<file path="config.mk">
export PLATFORM = sky130hd
export DESIGN_NAME = fp_mul_result_buffer
export DESIGN_NICKNAME = d
export VERILOG_FILES = /design/src/rtl/fp_mul_pkg.sv /design/src/rtl/sync_fifo_fwft.sv /design/src/rtl/fp_mul_result_buffer.sv
export SDC_FILE = /design/constraint.sdc
export NUM_CORES = 1
export LEC_CHECK = 0
export CAP_MARGIN = 40
export CORE_UTILIZATION = 35
export CTS_CLUSTER_DIAMETER = 200
export DETAILED_ROUTE_END_ITERATION = 16
export DONT_BUFFER_PORTS = 1
export PLACE_DENSITY_LB_ADDON = 0.1
export SETUP_SLACK_MARGIN = 0.3
export SYNTH_ARGS = -nofsm -noshare
export SYNTH_HDL_FRONTEND = slang
export SYNTH_HIERARCHICAL = 1
export SYNTH_SLANG_ARGS = --single-unit
</file>
<file path="constraint.sdc">
create_clock -name clk -period 3.6 [get_ports clk]
set_input_delay 0.18 -clock clk [delete_from_list [all_inputs] [get_ports clk]]
set_output_delay 0.18 -clock clk [all_outputs]
set_load 0.005 [all_outputs]
</file>
<file path="src/rtl/fp_mul_pkg.sv">
// Shared types and constants for the half-precision multiply wrapper.
// Keeps the credit arithmetic in one place so the top and any checker agree on it.
package fp_mul_pkg;

    typedef logic [15:0] fp16_t;

    typedef enum logic {
        FLUSH = 1'b0,
        RUN   = 1'b1
    } state_t;

    localparam fp16_t FP16_ONE = 16'h3C00;
    localparam fp16_t FP16_TWO = 16'h4000;

    // A slot is free while buffered plus outstanding results leave room in the FIFO.
    function automatic logic has_credit(
        input int unsigned depth,
        input int unsigned used_count,
        input int unsigned used_inflight
    );
        return (used_count + used_inflight) < depth;
    endfunction

endpackage

</file>
<file path="src/rtl/sync_fifo_fwft.sv">
// Synchronous first-word-fall-through FIFO: the head entry is visible on
// head whenever empty is low, and pop simply advances past it.
module sync_fifo_fwft #(
    parameter int DATA_W = 16,
    parameter int DEPTH  = 16
) (
    input  logic                     clk,
    input  logic                     reset,
    input  logic                     push,
    input  logic [DATA_W-1:0]        push_data,
    input  logic                     pop,
    output logic [DATA_W-1:0]        head,
    output logic [$clog2(DEPTH):0]   count,
    output logic                     full,
    output logic                     empty
);

    localparam int AW = $clog2(DEPTH);

    logic [DATA_W-1:0] mem [DEPTH];
    logic [AW-1:0]     wr_ptr;
    logic [AW-1:0]     rd_ptr;
    logic              do_push;
    logic              do_pop;

    assign empty = (count == '0);
    assign full  = (count == (AW+1)'(DEPTH));
    assign head  = mem[rd_ptr];

    // A pop frees the slot this cycle, so a push at full is accepted alongside it.
    assign do_pop  = pop && !empty;
    assign do_push = push && (!full || do_pop);

    always_ff @(posedge clk) begin
        if (reset) begin
            wr_ptr <= '0;
            rd_ptr <= '0;
            count  <= '0;
            for (int i = 0; i < DEPTH; i++) begin
                mem[i] <= '0;
            end
        end else begin
            if (do_push) begin
                mem[wr_ptr] <= push_data;
                wr_ptr      <= wr_ptr + 1'b1;
            end
            if (do_pop) begin
                rd_ptr <= rd_ptr + 1'b1;
            end
            case ({do_push, do_pop})
                2'b10:   count <= count + 1'b1;
                2'b01:   count <= count - 1'b1;
                default: count <= count;
            endcase
        end
    end

endmodule

</file>
<file path="src/rtl/fp_mul_result_buffer.sv">
// Issue controller and result buffer around a multiply core that cannot be stalled:
// operands are issued only against a reserved FIFO slot, so no result is ever dropped.
module fp_mul_result_buffer
    import fp_mul_pkg::*;
#(
    parameter int DATA_W      = 16,
    parameter int DEPTH       = 16,
    parameter int MUL_LATENCY = 8
) (
    input  logic                       clk,
    input  logic                       reset,
    input  logic                       s_op_tvalid,
    output logic                       s_op_tready,
    input  logic [DATA_W-1:0]          s_op_a_tdata,
    input  logic [DATA_W-1:0]          s_op_b_tdata,
    output logic                       mul_a_tvalid,
    output logic [DATA_W-1:0]          mul_a_tdata,
    output logic                       mul_b_tvalid,
    output logic [DATA_W-1:0]          mul_b_tdata,
    input  logic                       mul_result_tvalid,
    input  logic [DATA_W-1:0]          mul_result_tdata,
    output logic                       m_result_tvalid,
    input  logic                       m_result_tready,
    output logic [DATA_W-1:0]          m_result_tdata,
    output logic [$clog2(DEPTH):0]     inflight,
    output logic                       overflow
);

    localparam int CNT_W = $clog2(DEPTH) + 1;
    localparam int FL_W  = $clog2(MUL_LATENCY + 2);

    state_t            state;
    logic [FL_W-1:0]   flush_cnt;
    logic [CNT_W-1:0]  count;
    logic              fifo_full;
    logic              fifo_empty;
    logic              running;
    logic              issue;
    logic              ret;
    logic              pop;
    logic              issue_valid;

    assign running = (state == RUN);

    // Ready depends only on registered state so it never combinationally follows tvalid.
    assign s_op_tready = running && has_credit(32'(DEPTH), 32'(count), 32'(inflight));

    assign issue = s_op_tvalid && s_op_tready;
    assign ret   = running && mul_result_tvalid;
    assign pop   = m_result_tvalid && m_result_tready;

    assign m_result_tvalid = !fifo_empty;
    assign mul_a_tvalid    = issue_valid;
    assign mul_b_tvalid    = issue_valid;

    // FLUSH waits out one full core latency so results launched before reset are ignored.
    always_ff @(posedge clk) begin
        if (reset) begin
            state     <= FLUSH;
            flush_cnt <= FL_W'(MUL_LATENCY);
        end else begin
            case (state)
                FLUSH: begin
                    if (flush_cnt <= FL_W'(1)) begin
                        state <= RUN;
                    end
                    if (flush_cnt != '0) begin
                        flush_cnt <= flush_cnt - 1'b1;
                    end
                end
                RUN: begin
                    state <= RUN;
                end
                default: begin
                    state     <= FLUSH;
                    flush_cnt <= FL_W'(MUL_LATENCY);
                end
            endcase
        end
    end

    always_ff @(posedge clk) begin
        if (reset) begin
            issue_valid <= 1'b0;
            mul_a_tdata <= '0;
            mul_b_tdata <= '0;
        end else begin
            issue_valid <= issue;
            if (issue) begin
                mul_a_tdata <= s_op_a_tdata;
                mul_b_tdata <= s_op_b_tdata;
            end
        end
    end

    // A return with nothing outstanding can only come from a misbehaving core; hold at zero.
    always_ff @(posedge clk) begin
        if (reset) begin
            inflight <= '0;
        end else begin
            case ({issue, ret})
                2'b10:   inflight <= inflight + 1'b1;
                2'b01:   inflight <= (inflight != '0) ? inflight - 1'b1 : inflight;
                default: inflight <= inflight;
            endcase
        end
    end

    always_ff @(posedge clk) begin
        if (reset) begin
            overflow <= 1'b0;
        end else if (ret && fifo_full && !pop) begin
            overflow <= 1'b1;
        end
    end

    sync_fifo_fwft #(
        .DATA_W (DATA_W),
        .DEPTH  (DEPTH)
    ) u_fifo (
        .clk       (clk),
        .reset     (reset),
        .push      (ret),
        .push_data (mul_result_tdata),
        .pop       (pop),
        .head      (m_result_tdata),
        .count     (count),
        .full      (fifo_full),
        .empty     (fifo_empty)
    );

endmodule

</file>
==> out/qor.csv <==
metric;value;unit
WP data arrival;3.42;ns
outcome;finished clean;
Netlist cell types;49;
Async SR Flop Fraction;0;
core area;0.0400;mm²
DR vias/cell;5.02;
design area;0.0167;mm²
RSZ-0062 raised after global routing;no;
final hold viol count;0;
Worst slew margin;0.411;
IO Count;111;
ratio of cells with drive above 1 in the final layout;0.158;
Post-Route WL;35.7;mm
gpl congestion;0.734;
clk root buf;clkbuf_16;
met2 Use GR;0.298;
global-route met1 utilization;0.226;
clock tree buffer depth;3;
Slew @ Worst Pin;0.884;ns
Placed Area;0.0149;mm²
Clock Latency Late Sink;0.55;ns
Post-CTS Setup Repair Bufs;0;
sequential-to-total area share from yosys stat;0.622;
worst reg-to-reg path cell count;11;
post-layout min period;2.99;ns
Critical-path top delay cell;dfxtp_1;
initial antenna violation count;3;
most frequent cells after synthesis;and2_1, edfxtp_1, nor2_1, mux4_2, dfxtp_1;
Hold Crit Class;in -> reg;
Initial Utilization;0.358;
die area;0.0417;mm²
Yosys Warn Count;6;
Post-Syn Instances;1016;
Synth top area share;0.537;
HPWL Detailed;21.4;mm
slowest stage delay, CP;0.45;ns
routed vias;8156;
Max VDD drop;0.311;mV
CP Capture Type;flop;
Detailed Route Iter0 Violations;449;
syn avg cell area;14.1;µm²
antenna viol nets, final;0;
Max Cap Violations;0;
Die Ht;204;µm
Max Slew Vio Count;0;
worst reg2reg endpoint;inflight[4]$_SDFFE_PP0P_;
Pwr Total;0.00867;W
crit-path cells;ha_1 -> nor4b_2 -> nand2_2 -> o21ai_1 -> inv_1 -> ha_1 -> nand2b_1 -> o2bb2ai_1 -> nand2_1 -> a2bb2oi_1 -> mux2_2;
Final nets;1144;
Hold Crit Start;mul_result_tvalid;
Die W;204;µm
met3 Usage GRT;0.0367;
Setup-failing EPs final;0;
Post-Syn Area;0.0143;mm²
Synth area leader;edfxtp_1;
largest net degree at the start of global routing;66;
fill count;3685;
FF-to-FF setup slack;0.61;ns
Setup Skew;0.0216;ns
DR WL/cell;22.0;µm
count leader, synth;and2_1;
worst hold slack;0.129;ns
area delta synth->final;16.7;%
Worst Path Max Fanout;5;
Fin Setup TNS;0;ns
hold endpoint;overflow$_SDFFE_PP0P_;
ranking of synthesized cells by area;edfxtp_1, and2_1, mux4_2;
crit path launch type;flop;
first-pass GRT wire length;54.1;mm
Critical Path RT;4.02;ns
Leakage Power;6.13;nW
PortBufs;0;
pwr dens;519;mW/mm²
CTS tree;built;
Clock Pin Slew Worst Setup and Hold Paths;0.05;ns
CTS Buf Count;38;
worst flop-to-flop path startpoint;inflight[4]$_SDFFE_PP0P_;
vias in the first global route;8464;
Top Usage Layer GRT;met2;
cell mode on critical path;ha_1;
Fmax;334;MHz
Row Count;73;
H-tree depth;2;
CP Class;reg -> reg;
top_reg_cell synth;edfxtp_1;
Clock Sinks;317;
GRT Total Usage;0.177;
GRT overflow;0;
hold depth;4;
post-synthesis sequential element count;317;
# DRC;0;
Initial DRT Pass Iterations;5;
EDFF count, synth;256;
fin crit share;0.832;
syn_nets;1088;
==> layout by cell type (no fill, tap or decap), drive strengths merged, types with 2 or more instances in the layout <==
cell	n
buf	28
clkbuf	51
clkinv	16
mux2i	39
nor2	81
o21ai	9
nor2b	11
xor2	9
inv	9
dlygate4sd3	55
nand3	3
mux4	64
a22oi	32
fa	2
a211oi	2
o211ai	5
edfxtp	256
ha	17
and2	258
nand2	28
a21oi	8
o21bai	2
nor3b	3
nand2b	8
xnor2	3
dfxtp	61
mux2	5
nor3	5
or2	16
and3	2
==> critical path, delay by kind of cell (launching register included) <==
kind | cells | cell delay (ns)
DFF | 1 | 0.45
and+or+nand+nor | 4 | 0.64
AOI/OAI and AO/OA | 3 | 0.68
muxes | 1 | 0.36
adders and majority gates | 2 | 0.62
buffers and inverters | 1 | 0.14
==> stage by stage <==
stage / worst slack (ns) / util / instances
final: 0.605 / 0.418 / 1626
after global routing: 0.400 / 0.418 / 1626
after CTS: 0.501 / 0.417 / 1624
after detailed placement: 0.511 / 0.373 / 1500
after global placement: 0.594 / 0.373 / 1498
after floorplan: 1.02 / - / 1016
==> worst max path at each step <==
stage | startpoint | endpoint | slack [ns]
floorplan | u_fifo/count[0]$_SDFFE_PP0P_ | u_fifo/count[4]$_SDFFE_PP0P_ | 1.02
global placement | inflight[4]$_SDFFE_PP0P_ | inflight[4]$_SDFFE_PP0P_ | 0.59
detailed placement | u_fifo/count[0]$_SDFFE_PP0P_ | u_fifo/mem[11][11]$_SDFFCE_PN0P_ | 0.51
CTS | u_fifo/count[0]$_SDFFE_PP0P_ | u_fifo/mem[11][1]$_SDFFCE_PN0P_ | 0.50
global route | u_fifo/count[0]$_SDFFE_PP0P_ | u_fifo/count[3]$_SDFFE_PP0P_ | 0.40
finish | inflight[4]$_SDFFE_PP0P_ | inflight[4]$_SDFFE_PP0P_ | 0.61
==> layer usage <==
layer | up-vias | share of wire
met5 | - | 0.00028
met4 | 2 | 0.022
met3 | 50 | 0.056
met2 | 216 | 0.50
met1 | 4114 | 0.42
li1 | 3774 | -
==> state kept, by name, summed over array words and instances (netlist names), named ones only <==
register / count
mul_a_tdata: 16
u_fifo/count: 5
mul_a_tvalid: 1
running: 1
u_fifo/wr_ptr: 4
mul_b_tdata: 16
flush_cnt: 4
inflight: 5
overflow: 1
u_fifo/mem: 256
u_fifo/rd_ptr: 4
==> cells by family (layout without fill, tap and decap cells) <==
family,after synthesis,count (layout),share of synthesized area
and+or+nand+nor,420,420,0.166
other,0,1,0
xor gates and xnor gates,12,12,0.00734
AOI/OAI and AO/OA,64,64,0.0321
buffers and inverters,76,160,0.0221
adders and majority gates,19,19,0.0176
muxes,108,108,0.133
DFF,317,317,0.622
==> repair_timing <==
| action | in CTS | in global routing |
|---|---|---|
| hold endpoints to repair | 317 | 0 |
| gates resized for setup | 0 | 0 |
| hold buffers | 56 | 0 |
==> power by group <==
| part | switching (W) | internal, W |
|---|---|---|
| Sequential | 0.000104 | 0.00413 |
| Clock | 0.00152 | 0.00214 |
| Combinational | 0.000444 | 0.000329 |
==> area by class of cell <==
| type | count | area [µm²] | share of cell area |
|---|---|---|---|
| Sequential cell | 317 | 8920 | 0.534 |
| Multi-Input combinational cell | 623 | 5100 | 0.305 |
| Clock buffer | 51 | 1060 | 0.0635 |
| Timing Repair Buffer | 83 | 813 | 0.0487 |
| Tap cell | 525 | 657 | 0.0393 |
| Clock inverter | 17 | 125 | 0.00749 |
| Inverter | 9 | 33.8 | 0.00202 |
| Antenna cell | 1 | 2.50 | 0.000150 |
(Power assumes the default switching activity.)
